$ cat src/rtl/regfile_ctrl_pkg.sv
// Shared types and sizing for the register-file access controller.
// Holds the controller state encoding, the register-file geometry and an address range helper.
package regfile_ctrl_pkg;

    localparam int RF_ADDR_W        = 5;
    localparam int RF_DATA_W        = 32;
    localparam int DEFAULT_NUM_REGS = 32;

    typedef enum logic [1:0] {
        ST_INIT = 2'd0,
        ST_IDLE = 2'd1,
        ST_EXEC = 2'd2,
        ST_RESP = 2'd3
    } state_t;

    // One extra bit so NUM_REGS=32 compares correctly against a 5-bit address.
    function automatic logic addr_in_range(input logic [RF_ADDR_W-1:0] addr, input int num_regs);
        return ({1'b0, addr} < (RF_ADDR_W+1)'(num_regs));
    endfunction

endpackage

$ cat src/rtl/regfile_access_ctrl.sv
// Sequencing controller for the 32 x 32 register file: initial sweep after reset,
// then one read or write request at a time over valid/ready request/response channels.
module regfile_access_ctrl
    import regfile_ctrl_pkg::*;
#(
    parameter int                   NUM_REGS      = DEFAULT_NUM_REGS,
    parameter logic [RF_DATA_W-1:0] INIT_VALUE    = '0,
    parameter bit                   INIT_ON_RESET = 1'b1
) (
    input  logic                 clk,
    input  logic                 reset,
    input  logic                 req_valid,
    output logic                 req_ready,
    input  logic                 req_write,
    input  logic [RF_ADDR_W-1:0] req_addr,
    input  logic [RF_DATA_W-1:0] req_wdata,
    output logic                 rsp_valid,
    input  logic                 rsp_ready,
    output logic                 rsp_write,
    output logic                 rsp_err,
    output logic [RF_DATA_W-1:0] rsp_rdata,
    output logic                 init_done,
    output logic                 rf_reg_write,
    output logic [RF_ADDR_W-1:0] rf_wr_addr,
    output logic [RF_DATA_W-1:0] rf_write_data,
    output logic [RF_ADDR_W-1:0] rf_rd_addr,
    input  logic [RF_DATA_W-1:0] rf_rd_data
);

    localparam logic [RF_ADDR_W-1:0] LAST_IDX = RF_ADDR_W'(NUM_REGS - 1);

    state_t                 r_state;
    state_t                 w_next_state;
    logic [RF_ADDR_W-1:0]   r_idx;
    logic                   r_sweep_end;
    logic                   r_wr;
    logic                   r_err;
    logic [RF_DATA_W-1:0]   r_wdata;
    logic                   w_accept;
    logic                   w_in_range;

    assign w_accept   = (r_state == ST_IDLE) && req_valid && req_ready;
    assign w_in_range = addr_in_range(req_addr, NUM_REGS);

    always_ff @(posedge clk) begin
        if (reset) begin
            r_state <= INIT_ON_RESET ? ST_INIT : ST_IDLE;
        end else begin
            r_state <= w_next_state;
        end
    end

    always_comb begin
        w_next_state = r_state;
        case (r_state)
            ST_INIT: if (r_sweep_end) w_next_state = ST_IDLE;
            ST_IDLE: if (w_accept)    w_next_state = ST_EXEC;
            ST_EXEC:                  w_next_state = ST_RESP;
            ST_RESP: if (rsp_ready)   w_next_state = ST_IDLE;
            default:                  w_next_state = ST_IDLE;
        endcase
    end

    always_ff @(posedge clk) begin
        if (reset) begin
            req_ready     <= 1'b0;
            rsp_valid     <= 1'b0;
            rsp_write     <= 1'b0;
            rsp_err       <= 1'b0;
            rsp_rdata     <= '0;
            init_done     <= 1'b0;
            rf_reg_write  <= 1'b0;
            rf_wr_addr    <= '0;
            rf_write_data <= '0;
            rf_rd_addr    <= '0;
            r_idx         <= '0;
            r_sweep_end   <= 1'b0;
            r_wr          <= 1'b0;
            r_err         <= 1'b0;
            r_wdata       <= '0;
        end else begin
            case (r_state)
                ST_INIT: begin
                    // The last index holds instead of incrementing, so a full 32-entry sweep never wraps.
                    if (r_sweep_end) begin
                        rf_reg_write <= 1'b0;
                        req_ready    <= 1'b1;
                        init_done    <= 1'b1;
                        r_sweep_end  <= 1'b0;
                    end else begin
                        rf_reg_write  <= 1'b1;
                        rf_wr_addr    <= r_idx;
                        rf_write_data <= INIT_VALUE;
                        if (r_idx == LAST_IDX) begin
                            r_sweep_end <= 1'b1;
                        end else begin
                            r_idx <= r_idx + 1'b1;
                        end
                    end
                end
                ST_IDLE: begin
                    init_done <= 1'b1;
                    if (w_accept) begin
                        req_ready <= 1'b0;
                        r_wr      <= req_write;
                        r_err     <= ~w_in_range;
                        r_wdata   <= req_wdata;
                        if (req_write) begin
                            rf_reg_write  <= w_in_range;
                            rf_wr_addr    <= req_addr;
                            rf_write_data <= req_wdata;
                        end else begin
                            rf_rd_addr <= req_addr;
                        end
                    end else begin
                        req_ready <= 1'b1;
                    end
                end
                ST_EXEC: begin
                    // The register file commits the write on the falling edge inside this cycle.
                    rf_reg_write <= 1'b0;
                    rsp_valid    <= 1'b1;
                    rsp_write    <= r_wr;
                    rsp_err      <= r_err;
                    if (r_wr) begin
                        rsp_rdata <= r_wdata;
                    end else if (r_err) begin
                        rsp_rdata <= '0;
                    end else begin
                        rsp_rdata <= rf_rd_data;
                    end
                end
                ST_RESP: begin
                    if (rsp_ready) begin
                        rsp_valid <= 1'b0;
                        req_ready <= 1'b1;
                    end
                end
                default: begin
                    req_ready <= 1'b0;
                end
            endcase
        end
    end

endmodule

$ cat config.mk
export PLATFORM = sky130hd
export DESIGN_NAME = regfile_access_ctrl
export DESIGN_NICKNAME = d
export VERILOG_FILES = /design/src/rtl/regfile_ctrl_pkg.sv /design/src/rtl/regfile_access_ctrl.sv
export SDC_FILE = /design/constraint.sdc
export NUM_CORES = 1
export LEC_CHECK = 0
export ABC_AREA = 1
export CAP_MARGIN = 20
export CORE_UTILIZATION = 40
export CTS_CLUSTER_DIAMETER = 50
export DETAILED_ROUTE_END_ITERATION = 8
export GPL_TIMING_DRIVEN = 0
export HOLD_SLACK_MARGIN = 0.02
export PLACE_DENSITY = 0.7
export SYNTH_ARGS = -nofsm -noshare
export SYNTH_HDL_FRONTEND = slang
export SYNTH_SLANG_ARGS = --single-unit
export TNS_END_PERCENT = 5
$ cat constraint.sdc
create_clock -name clk -period 2 [get_ports clk]
set_clock_uncertainty 0.15 [all_clocks]
set_input_delay 0.5 -clock clk [delete_from_list [all_inputs] [get_ports clk]]
set_output_delay 0.5 -clock clk [all_outputs]
set_load 0.05 [all_outputs]
======== After elaboration in Yosys (flattened, before gate mapping) ========
Cells that the tools add are included.
word-level totals
  bits in registers ....................... 120
  bits in latches ......................... 0
  memory bits (writable) .................. 0
  ROM bits ................................ 0
  word-level logic and storage cells ...... 69
  memories ................................ 0
operators by class
  $add $sub $neg .......................... 1
  multiply operators ...................... 0
  div/mod/pow operators ................... 0
  magnitude comparators ................... 0
  eq/ne operators ......................... 9
  shift-type cells ........................ 0
  multiplexer cells ....................... 26
  bitwise operators ....................... 3
  reduce and logical (&&, ||, !) cells .... 16
operators by type and width
  cell                 count
  $mux 32              4
  $pmux 32 s2          1
  $mux 5               3
  $reduce_and 3->1     5
  $ne 2x2->1 const B   5
  $pmux 5 s2           1
  $mux 1               9
  $pmux 2 s4           1
  $mux 2               3
  $pmux 1 s3           2
  $reduce_and 2->1     3
  $reduce_bool 3->1    2
  $add 5x1->5 const B  1
  $eq 5x5->1 const B   1
  $eq 2x2->1 const B   2
  $pmux 1 s2           2
  $reduce_and 4->1     1
  $reduce_bool 2->1    2
  $not 1->1            3
  $eq 2x1->1 const B   1
  $logic_and 1x1->1    2
  $logic_not 2->1      1

======== Depth between registers and ports, before layout ========
  depth in word-level cells ............... 5
  gate-level depth with buffers ........... 11
  mapped depth without buffers ............ 10

======== Worst setup path after synthesis ========
Ideal clock, no wire load.
  kind .................................... flip-flop to flip-flop
  start point ............................. register req_ready
  end point ............................... register rf_wr_addr[4]
  library setup time ...................... 114 ps
  data arrival time ....................... 1453 ps
  setup slack ............................. 282 ps
  cell stages (with the launch flop) ...... 9
  period minus slack after synthesis ...... 1718 ps
  cells stage by stage .................... dfxtp_1 > nand2_1 > nand2_2 > nand2_4 > nor2_8 > buf_6 > nand2_1 > nand2_1 > nor2_1
on the way
  longest elaborated chain between the ends .. 3
RTL lines
  element                            RTL line                    source
  start, declared                    regfile_access_ctrl.sv:13   output logic req_ready,
  start signal, assigned             regfile_access_ctrl.sv:66   req_ready <= 1'b0;
  start signal, assigned             regfile_access_ctrl.sv:87   req_ready <= 1'b1;
  start signal, assigned             regfile_access_ctrl.sv:104  req_ready <= 1'b0;
  $logic_and 1x1->1                  regfile_access_ctrl.sv:42   assign w_accept = (r_state == ST_IDLE) && req_valid && req_ready;
  $ne 2x2->1 (no source line)        -
  $reduce_and 4->1 (no source line)  -
  end signal, assigned               regfile_access_ctrl.sv:92   rf_wr_addr <= r_idx;
  end signal, assigned               regfile_access_ctrl.sv:110  rf_wr_addr <= req_addr;
  end, declared                      regfile_access_ctrl.sv:24   output logic [RF_ADDR_W-1:0] rf_wr_addr,
No other way between the ends.
A chain may end at the register's enable or synchronous reset.

======== Final worst setup path ========
  start point ............................. register rf_write_data[21]
  end point ............................... output rf_write_data[21]
RTL lines
  element                 RTL line                    source
  start, declared         regfile_access_ctrl.sv:25   output logic [RF_DATA_W-1:0] rf_write_data,
  start signal, assigned  regfile_access_ctrl.sv:111  rf_write_data <= req_wdata;
No word-level cell between the ends.

==> summary.md <==
| Metric | Value |
|---|---|
| Sequential area share after synthesis | `0.464` |
| Die X | `116 um` |
| Htree depth | `4` |
| Cells along the critical path | `dlygate4sd2_1` |
| Inserted Diodes | `0` |
| GR Overflow Total | `0` |
| Clk slew on worst S/H paths | `0.05 ns` |
| Initial antenna violation count | `0` |
| DP Area | `6900 um2` |
| Routed len/inst | `13.7 um` |
| Setup WS pre-CTS | `-0.148 ns` |
| Crit path max fanout | `2` |
| Routed via count | `5061` |
| Port Buffer Count | `151` |
| Top-area cell type share of the netlist area | `0.464` |
| Most common cell after layout, fill and taps aside | `nand2_1` |
| Reg area | `2400 um2` |
| Global-route wire length before repair | `23400 um` |
| Hold Fails Final Rpt | `0` |
| Post-Synthesis Cells | `731` |
| Outcome | `finished, final reports clean` |
| Largest family of logic cells by synthesized area | `simple AND/OR/NAND/NOR gates` |
| RSZ-0062 raised after global routing | `no` |
| Clock Latency Late Sink | `0.41 ns` |
| Number of buffers created by CTS | `17` |
| CP Capture Type | `output port` |
| Number of global-route vias before repair | `4562` |
| Leading area contributor after synthesis | `dfxtp_1` |
| Final nets | `981` |
| Placed Cells | `1054` |
| Gpl congestion | `0.803` |
| DRC Markers | `0` |
| Max Cap Violations | `0` |
| Final period util | `0.982` |
| Layout cells sized above 1 | `0.0788` |
| Slowest stage cell, crit path | `dlygate4sd2_1` |
| DPL Wire Length | `11100 um` |
| Core footprint | `12600 um2` |
| Slew @ Worst Pin | `0.544 ns` |
| Design area | `7320 um2` |
| CP required | `1.35 ns` |
| Min-Delay Path Class | `primary input to flip-flop` |
| Non-filler cells, final | `1086` |
| Peak supply drop | `760 uV` |
| DR pass1 iterations | `5` |
| Total power | `11.0 mW` |
| Crit path buffers/inverters | `1` |
| Cell Pwr Density | `1510 nW/um2` |
| Final WL | `14900 um` |
| Core Rows | `41` |
| Root buf cell | `clkbuf_16` |
| Simple logic cell fraction of the synthesized area | `0.296` |
| Hold WS | `0.233 ns` |
| Setup_tns | `0 ns` |
| Largest cells by area after synthesis | `dfxtp_1, nand2_1, nor2_1, o211ai_1, inv_1` |
| Final setup viols | `0` |
| Critical path arrival | `1.31 ns` |
| IO Pins | `154` |
| Mux contribution to synthesized area | `0` |
| Fin. max-slew vios | `0` |
| Final min period | `1.96 ns` |
| Largest net degree at the start of global routing | `17` |
| Slew HR | `0.639` |
| LEAKAGE | `3.64 nW` |
| Initial Util | `0.410` |
| Syn avg cell area | `7.08 um2` |
| Final worst setup slack | `0.0366 ns` |
| Syn. warnings | `0` |
| Most frequent cells in the layout | `nand2_1, dfxtp_1, nor2_1` |
| Chip height | `116 um` |
| Via density | `4.66` |
| Netlist area before placement | `5170 um2` |
| Setup CP Type | `flip-flop to output port` |
| CP max stage delay | `0.54 ns` |
| Drt initial violations | `318` |
| Die area | `13400 um2` |
| Multi-input gate area | `2290 um2` |
| Clk buf depth | `2` |
| Final core occ | `0.580` |
| Sink Count | `120` |
| Type of origin of the critical path | `flip-flop` |
| Synth Area in XOR/XNOR | `0` |
| CP top delay family | `buffers and inverters` |
| Area grow syn2layout | `41.5%` |
| Compound-cell area share of the yosys netlist | `0.130` |
| CTS tree | `done` |
| Fill count | `1254` |
| Total GRT Usage | `0.228` |
| Post-route ant nets | `0` |
| F_max | `509 MHz` |
| Synth Register Bits | `120` |
| Synth unique cells | `26` |
| Synth Area in Adders | `0.0145` |
| Syn_nets | `811` |
power by group:
| part | total [mW] | switching, mW | internal, mW |
|---|---|---|---|
| clock | 2.66 | 1.10 | 1.56 |
| combinational | 5.08 | 3.57 | 1.51 |
| sequential | 3.30 | 0.320 | 2.98 |
registers in the layout, indices dropped and copies added, names as in the netlist:
| register | count |
|---|---|
| rsp_write | 1 |
| rsp_valid | 1 |
| r_wdata | 32 |
| rf_write_data | 32 |
| rf_reg_write | 1 |
| init_done | 1 |
| req_ready | 1 |
| r_sweep_end | 1 |
| r_wr | 1 |
| rf_rd_addr | 5 |
| r_state | 2 |
| rsp_rdata | 32 |
| rf_wr_addr | 5 |
| r_idx | 5 |
cell usage after synthesis:
cell type	number
nand2_1	234
dfxtp_1	120
nor2_1	101
inv_1	63
a21oi_1	44
nand3_1	35
o211ai_1	32
clkbuf_1	21
buf_2	18
o21ai_0	17
o21bai_1	15
ha_1	6
buf_6	4
buf_4	3
nand2_2	3
nor3_1	3
inv_2	2
nand2_4	2
a211oi_1	1
a21boi_0	1
buf_1	1
clkinv_1	1
conb_1	1
nand3_2	1
nand4_2	1
nor2_8	1
kinds of logic after synthesis:
logic type	count (synthesis)
other cells	1
buf+inv	113
compound gates	110
flops	120
simple gates	381
fa+ha+maj	6
area by class of cell:
| type | count | share of cell area |
|---|---|---|
| buffer | 47 | 0.0333 |
| clock buffer | 18 | 0.0586 |
| clock inverter | 14 | 0.0118 |
| inverter | 66 | 0.0338 |
| multi-input combinational | 498 | 0.312 |
| sequential | 120 | 0.328 |
| tap | 172 | 0.0294 |
| timing repair buffer | 151 | 0.193 |
path summary, 6_finish.rpt:
path,cells past startpoint,end,from,slack [ns]
setup / recovery,1,rf_write_data[21],rf_write_data[21],0.04
setup reg to reg,8,rf_write_data[10],r_state[1],0.15
hold reg to reg,2,r_wdata[7],r_wdata[7],0.31
hold / removal,2,r_wdata[1],reset,0.23
layer usage:
layer	up-vias	GRT usage	share of wire
li1	2648	-	-
met1	2221	0.330	0.51
met2	174	0.335	0.42
met3	18	0.0497	0.058
met4	0	0.0795	0.015
met5	-	0	0
repair_timing:
action	CTS	global route
hold endpoints to repair	0	0
endpoints found under the setup margin	79	28
hold buffers	0	0
setup buffers	0	0
gates resized for setup	80	10
gates cloned	0	0
Note: power is estimated with default switching activity, not from simulation.
